File: config.mk
export PLATFORM = sky130hd
export DESIGN_NAME = floo_serial_link_vc_mux
export DESIGN_NICKNAME = d
export VERILOG_FILES = /design/src/rtl/floo_serial_link_vc_mux.sv
export SDC_FILE = /design/constraint.sdc
export NUM_CORES = 1
export LEC_CHECK = 0
export BUFFER_PORTS_ARGS = -buffer_cell sky130_fd_sc_hd__buf_2
export CORE_AREA = 2 2 113 115
export DETAILED_ROUTE_END_ITERATION = 7
export DIE_AREA = 0 0 115 117
export GPL_TIMING_DRIVEN = 1
export HOLD_SLACK_MARGIN = 0.15
export PLACE_DENSITY_LB_ADDON = 0.08
export SYNTH_ARGS = -nofsm -noshare
export SYNTH_HDL_FRONTEND = slang
export SYNTH_SLANG_ARGS = --single-unit
File: constraint.sdc
create_clock -name clk_i -period 4.7 [get_ports clk_i]
set_clock_uncertainty 0.1 [all_clocks]
set_input_delay 0.94 -clock clk_i [delete_from_list [all_inputs] [get_ports clk_i]]
set_output_delay 0.94 -clock clk_i [all_outputs]
set_load 0.05 [all_outputs]
File: src/rtl/floo_serial_link_vc_mux.sv
// Credit-based VC multiplexer: merges NumVc flit streams onto one link, with round-robin and strict-priority arbitration.
// Latency: 1 cycle from vc_valid_i to link_valid_o through a single output register; full throughput.
// Backpressure: vc_ready_o drops while the output register is full and link_ready_i is low, or while a VC has no credits.
module floo_serial_link_vc_mux #(
    parameter int unsigned NumVc      = 3,
    parameter int unsigned FlitWidth  = 64,
    parameter int unsigned NumCredits = 8,
    parameter int unsigned CntWidth   = $clog2(NumCredits + 1),
    parameter int unsigned VcIdWidth  = (NumVc > 1) ? $clog2(NumVc) : 1
) (
    input  logic                          clk_i,
    input  logic                          rst_ni,
    input  logic [NumVc-1:0]              vc_valid_i,
    output logic [NumVc-1:0]              vc_ready_o,
    input  logic [NumVc*FlitWidth-1:0]    vc_data_i,
    output logic                          link_valid_o,
    input  logic                          link_ready_i,
    output logic [FlitWidth-1:0]          link_data_o,
    output logic [VcIdWidth-1:0]          link_vc_o,
    input  logic                          credit_valid_i,
    input  logic [VcIdWidth-1:0]          credit_vc_i,
    input  logic [NumVc-1:0]              prio_i,
    input  logic                          credit_clear_i,
    output logic [NumVc*CntWidth-1:0]     credits_o,
    output logic                          credit_err_o
);

    localparam logic [CntWidth-1:0] CntMax = CntWidth'(NumCredits);

    logic [CntWidth-1:0]  credit_q [NumVc];
    logic [VcIdWidth-1:0] rr_ptr_q;
    logic [NumVc-1:0]     eligible;
    logic [NumVc-1:0]     ret_hit;
    logic [NumVc-1:0]     credit_ovf;
    logic [VcIdWidth-1:0] grant_idx;
    logic [FlitWidth-1:0] grant_data;
    logic                 grant_vld;
    logic                 grant_prio;
    logic                 load;
    logic                 vc_illegal;

    always_comb begin
        for (int i = 0; i < int'(NumVc); i++) begin
            eligible[i] = vc_valid_i[i] && (credit_q[i] != '0);
        end
    end

    // Descending loops leave the lowest index / smallest pointer offset as the winner.
    always_comb begin
        int idx;
        idx        = 0;
        grant_vld  = 1'b0;
        grant_prio = 1'b0;
        grant_idx  = '0;
        for (int i = int'(NumVc) - 1; i >= 0; i--) begin
            if (eligible[i] && prio_i[i]) begin
                grant_vld  = 1'b1;
                grant_prio = 1'b1;
                grant_idx  = VcIdWidth'(i);
            end
        end
        if (!grant_prio) begin
            for (int k = int'(NumVc) - 1; k >= 0; k--) begin
                idx = (int'(rr_ptr_q) + k) % int'(NumVc);
                if (eligible[idx]) begin
                    grant_vld = 1'b1;
                    grant_idx = VcIdWidth'(idx);
                end
            end
        end
    end

    always_comb begin
        grant_data = '0;
        for (int i = 0; i < int'(NumVc); i++) begin
            if (int'(grant_idx) == i) begin
                grant_data = vc_data_i[i*FlitWidth +: FlitWidth];
            end
        end
    end

    assign load = !link_valid_o || link_ready_i;

    always_comb begin
        vc_ready_o = '0;
        for (int i = 0; i < int'(NumVc); i++) begin
            vc_ready_o[i] = load && grant_vld && (int'(grant_idx) == i);
        end
    end

    always_ff @(posedge clk_i or negedge rst_ni) begin
        if (!rst_ni) begin
            link_valid_o <= 1'b0;
            link_data_o  <= '0;
            link_vc_o    <= '0;
            rr_ptr_q     <= '0;
        end else if (load) begin
            link_valid_o <= grant_vld;
            if (grant_vld) begin
                link_data_o <= grant_data;
                link_vc_o   <= grant_idx;
                if (!grant_prio) begin
                    rr_ptr_q <= (int'(grant_idx) == int'(NumVc) - 1) ? '0 : grant_idx + 1'b1;
                end
            end
        end
    end

    // A return and a consume on the same VC cancel out, so only a lone return can overflow.
    always_comb begin
        for (int i = 0; i < int'(NumVc); i++) begin
            ret_hit[i]    = credit_valid_i && (int'(credit_vc_i) == i);
            credit_ovf[i] = ret_hit[i] && !vc_ready_o[i] && (credit_q[i] == CntMax);
        end
        vc_illegal = credit_valid_i && (int'(credit_vc_i) >= int'(NumVc));
    end

    always_ff @(posedge clk_i or negedge rst_ni) begin
        if (!rst_ni) begin
            for (int i = 0; i < int'(NumVc); i++) begin
                credit_q[i] <= CntMax;
            end
            credit_err_o <= 1'b0;
        end else if (credit_clear_i) begin
            for (int i = 0; i < int'(NumVc); i++) begin
                credit_q[i] <= CntMax;
            end
            credit_err_o <= 1'b0;
        end else begin
            for (int i = 0; i < int'(NumVc); i++) begin
                if (vc_ready_o[i] && !ret_hit[i]) begin
                    credit_q[i] <= credit_q[i] - 1'b1;
                end else if (ret_hit[i] && !vc_ready_o[i] && !credit_ovf[i]) begin
                    credit_q[i] <= credit_q[i] + 1'b1;
                end
            end
            if ((|credit_ovf) || vc_illegal) begin
                credit_err_o <= 1'b1;
            end
        end
    end

    always_comb begin
        for (int i = 0; i < int'(NumVc); i++) begin
            credits_o[i*CntWidth +: CntWidth] = credit_q[i];
        end
    end

endmodule

# Yosys cells after proc, flatten, opt, wreduce, memory -nomap -nowiden
# Cells that the tools add are included.
# op_classes
n_addsub,9
n_mul,0
n_div,3
magnitude_cmp,4
eq_ne,7
shifts,0
mux,36
bitwise,1
reduce_logical,50
# op_table
operator,n
2-to-1 mux 64 bit,3
"less-than comparator 32 x 4 -> 1 bit, second input constant",3
"remainder unit 32 x 3 -> 32 bit, second input constant",2
"remainder unit 3 x 3 -> 32 bit, second input constant",1
logical AND 1 bit,26
2-to-1 mux 4 bit,6
2-to-1 mux 2 bit,8
2-to-1 mux 1 bit,15
"adder 4 x 1 -> 4 bit, second input constant",3
"equality test 4 bit, second input constant",3
2-to-1 mux 12 bit,1
nonzero test 4 bit,3
"subtractor 4 x 1 -> 4 bit, second input constant",3
logical NOT 1 bit,10
nonzero test 3 bit,3
"equality test 2 bit, second input constant",4
binary-select mux 1 bit (select 2 bit),3
logical NOT 2 bit,2
"adder 2 x 1 -> 3 bit, second input constant",1
"adder 2 x 2 -> 3 bit, second input constant",1
AND reduction 3 bit,1
OR reduction 3 bit,1
"adder 2 x 1 -> 2 bit, second input constant",1
"greater-or-equal comparator 2 bit, second input constant",1
other kinds (4),5
# word_totals
register_bits,82
latch_bits,0
ram_bits,0
mem_bits_ro,0
inputBits,205
out_inout_bits,83
wordCells,118
n_memories,0

# Longest topological paths before layout
# logic_depth
word_depth,20
mapped_depth,15
depth_no_buf,14

# Worst setup path before layout
# No wires, ideal clock.
# synth_timing
path_kind,input to register
startpoint,in vc_valid_i[2]
endpoint,"reg credit_q, in the netlist credits_o[3]"
setup_time_ps,78
arrival_ps,3832
t_required_ps,4522
setup_slack_ps,690
path_stages,12
n_path_buf,0
path_cell_list,o41a_4 > o22ai_1 > a221oi_2 > o31ai_4 > a2111oi_4 > nor2b_1 > ha_1 > a21o_1 > a21oi_1 > nand2b_1 > a2bb2oi_1 > a31o_1
# synth_via
elab_chain_cells,17
elab_cells_between_ends,37
cone_classes,mux (25); reduce/logical (12)
# synth_rtl
element,line_no,rtl
from (decl),13,"input logic [NumVc-1:0] vc_valid_i,"
logical AND 1 bit (*),44,eligible[i] = vc_valid_i[i] && (credit_q[i] != '0);
logical AND 1 bit,56,if (eligible[i] && prio_i[i]) begin
2-to-1 mux 2 bit (3 in series),56,
2-to-1 mux 2 bit (3 in series),65,if (eligible[idx]) begin
2-to-1 mux 2 bit,62,if (!grant_prio) begin
logical NOT 2 bit,87,vc_ready_o[i] = load && grant_vld && (int'(grant_idx) == i);
logical AND 1 bit (*),87,
named net vc_ready_o[0],14,"output logic [NumVc-1:0] vc_ready_o,"
logical NOT 1 bit,"113, 133",
logical AND 1 bit,"113, 133",
logical AND 1 bit,113,credit_ovf[i] = ret_hit[i] && !vc_ready_o[i] && (credit_q[i] == CntMax);
logical NOT 1 bit,133,end else if (ret_hit[i] && !vc_ready_o[i] && !credit_ovf[i]) begin
logical AND 1 bit,133,
nonzero test 3 bit (no line),-,
"to (signal, indexed assignment)",121,credit_q[i] <= CntMax;
"to (signal, indexed assignment)",132,credit_q[i] <= credit_q[i] - 1'b1;
"to (signal, indexed assignment)",134,credit_q[i] <= credit_q[i] + 1'b1;
to (decl),30,logic [CntWidth-1:0] credit_q [NumVc];
# The timed path passes the listed nets; every way through them passes the cells marked *. The select of a mux whose other input is x is not followed.
# A chain may end at the register's enable or synchronous reset.

# Final worst setup path
# layout_timing
startpoint,"reg credit_q, in the netlist credits_o[4]"
endpoint,out vc_ready_o[2]
# layout_via
elab_chain_cells,11
elab_cells_between_ends,27
cone_classes,eq/ne (1); mux (21); reduce/logical (5)
# layout_rtl
element,line_no,rtl
"from (signal, indexed assignment)",121,
"from (signal, indexed assignment)",126,credit_q[i] <= CntMax;
"from (signal, indexed assignment)",132,
nonzero test 4 bit (*),44,
logical AND 1 bit (*),44,
binary-select mux 1 bit (select 2 bit) / logical AND 1 bit (equally long branches),"65, 56",
2-to-1 mux 1 bit (not written as such) / 2-to-1 mux 2 bit (equally long branches) (2 in series),"65, 56",
2-to-1 mux 2 bit / 2-to-1 mux 1 bit (equally long branches) (3 in series),65,
2-to-1 mux 2 bit / 2-to-1 mux 1 bit (equally long branches),62,
equality test 2 bit / logical AND 1 bit (equally long branches),87,
logical AND 1 bit (*),87,
to (decl),14,
# Every way passes the cells marked *; elsewhere a longest branch is shown, timed or not. The select of a mux whose other input is x is not followed.

==> metrics <==
outcome=finished clean; Pleak=0.00353 µW; post-layout util=0.555; final wirelength=14800 µm; CP Data Arrival Time=2.91 ns; Chip Width=115 µm; antenna violations before repair=0; CTS tree=done; Setup crit end=vc_ready_o[2]; Most used DFF post-synth=dfrtp_1; vias in the first global route=4609; FF-to-FF End=credits_o[11]; fill count=1164; crit end category=primary output; Worst-Margin Slew=1.16 ns; Final #Nets=1062; ys async rst share=1.00; # setup viols final=0; Synth area leader=dfrtp_1; vias after detailed routing=5004; die area=0.0135 mm²; Remaining Overflow, GRT=0; setup TNS=0 ns; Total Routing Usage GR=0.214; Post-Synth Adder-Cell Area=0.0365; share of layout cells above drive strength 1=0.374; r2r startpoint=credits_o[4]; core area=0.0123 mm²; maximum clock insertion buffer count=2; Post-synth EDFFs=0; Worst Hold Class=register to register; Syn Area/Cell=8.73 µm²; largest net degree at the start of global routing=131; DRC viols=0; mux cell area share after synthesis=0.148; Area growth syn-to-layout=34.9%; r2r worst-path depth=10; Die Y=117 µm; maximum vdd drop=0.393 mV; DR vias/cell=5.01; IO Count=288; Reg clk slew, reported paths=0.06 ns; Crit Path Category=register to primary output; routed len/inst=14.8 µm; max_cap viols=0; Yosys cell types=51; Max Transition Viols Final=0; Num Clock Sinks=82; Initial Utilization=0.412; initial drt markers=210; Std-Cell Rows=41; final hold violations=0; register-to-register setup slack=0.84 ns; Max transition margin=0.230; total nets after synthesis=799; synth top area cells=dfrtp_1 (39%), mux2i_1 (14%), nand2_1 (10%); remaining antenna violation count=0; H-tree level count=3; cts repair resizes=0; period utilization=0.840; Critical Path RT=3.66 ns; f_max=0.253 GHz; first-pass iteration count of the detailed router=4; register area share after synthesis=0.405; RSZ-0062 raised after global routing=false; largest family of logic cells by synthesized area=compound AO/OA/AOI/OAI gates; Final Wtd Congestion=0.838; Power Total=5010 µW; Post CTS Setup Buffer Count=0; Final Critical Period=3.95 ns; Netlist Area Pre-Place=0.00507 mm²; first-pass GRT wire length=22500 µm; port bufs=287; later-pin clock latency in the skew report=0.33 ns; Synthesis Warnings=0; Pwr per Cell Area=732 mW/mm²; Synth Instances=581; crit path launch=credits_o[4]; number of synthesized register bits=82; area share of the largest cell type after synthesis=0.390; Root Driver=clkbuf_16; Post-CTS Hold Fix Bufs=0; xor/xnor share of the synthesized area=0.0104; DP HPWL=11500 µm; type of origin of the critical path=register; CTS buffer count=9; post-synthesis compound-gate area fraction=0.201; Max Fanout on Critical Path=64; Synth Area in Simple Gates=0.159
-- sequential cells by signal, indices dropped and copies added (netlist names) --
register      cells
link_valid_o      1
credits_o        12
credit_err_o      1
link_data_o      64
link_vc_o         2
rr_ptr_q          2
-- worst min path at each step --
stage | startpoint | endpoint | slack [ns] | cells past startpoint
finish | link_data_o[11] | link_data_o[11] | 0.37 | 2
global route | link_data_o[48] | link_data_o[48] | 0.40 | 2
CTS | link_data_o[11] | link_data_o[11] | 0.38 | 2
detailed placement | link_data_o[11] | link_data_o[11] | 0.37 | 2
global placement | link_data_o[19] | link_data_o[19] | 0.36 | 2
floorplan | rr_ptr_q[1] | rr_ptr_q[1] | 0.48 | 2
-- through the flow --
stage          hold WS (ns)  instance area, µm²  worst slack, ns  instances
2_1_floorplan         0.480                5070            0.690        581
3_3_place_gp          0.359                6560            0.880        983
3_5_place_dp          0.365                6560            0.707        983
4_1_cts               0.378                6840            0.747        998
5_1_grt               0.396                6840            0.533        998
6_report              0.370                6840            0.751        999
-- cells in the final DEF (no fill, tap or decap), types with 4 or more instances in the layout --
cell / n
o21ai_1: 81
nor2_1: 20
a211oi_1: 4
mux2i_1: 72
xnor2_1: 6
o21ai_0: 52
a21oi_1: 4
buf_2: 286
nor3_1: 9
nand2_1: 141
ha_1: 10
dfrtp_1: 79
clkbuf_1: 4
inv_1: 5
buf_4: 5
nor2b_1: 7
nand2b_1: 4
clkbuf_16: 9
a21o_1: 5
-- final cells by class --
| class | count | area [µm²] | share of cell area |
|---|---|---|---|
| well taps | 150 | 188 | 0.0274 |
| multi-input cells | 455 | 2830 | 0.413 |
| flip-flops and latches | 82 | 2060 | 0.301 |
| clock inverters | 2 | 38.8 | 0.00567 |
| repair buffers | 291 | 1470 | 0.215 |
| diodes | 1 | 2.50 | 0.000366 |
| clock buffers | 13 | 240 | 0.0351 |
| inverters | 5 | 18.8 | 0.00274 |
-- report_power, final --
| part | internal, µW | switching (µW) | total [µW] | leakage [µW] |
|---|---|---|---|---|
| clock | 411 | 272 | 683 | 0.000134 |
| combinational | 856 | 2210 | 3070 | 0.00240 |
| sequential | 1040 | 213 | 1260 | 0.000999 |
| total | 2310 | 2700 | 5010 | 0.00353 |
-- worst max-delay path: stages (launching register included) --
cell and delay (ns):
dfrtp_1 0.47, o41ai_1 0.68, o32ai_1 0.22, a211o_4 0.60
nor2_1 0.29, buf_2 0.31
-- layer usage --
metal / share of wire / vias to the layer above / global-route usage
li1: - / 2567 / -
met1: 0.40 / 2253 / 0.256
met2: 0.52 / 170 / 0.377
met3: 0.069 / 14 / 0.0561
met4: 0.013 / 0 / 0.0731
met5: 0 / - / 0
-- logic make-up after synthesis --
family,after synthesis
buf+inv,44
flops,82
simple gates,192
compound gates,170
mux,74
xor+xnor,6
fa+ha+maj,13
-- cells in the mapped netlist, drive strengths merged (4+ instances only) --
cell    instances
nand3           4
mux2i          74
inv             5
xnor2           6
a211oi          5
nand2         141
nor2           20
a21oi           4
nor2b           7
o21ai         133
clkbuf         15
ha             10
dfrtp          79
a21o            6
buf            24
nand2b          4
nor3            9
Power figures use the tool's default switching activity.
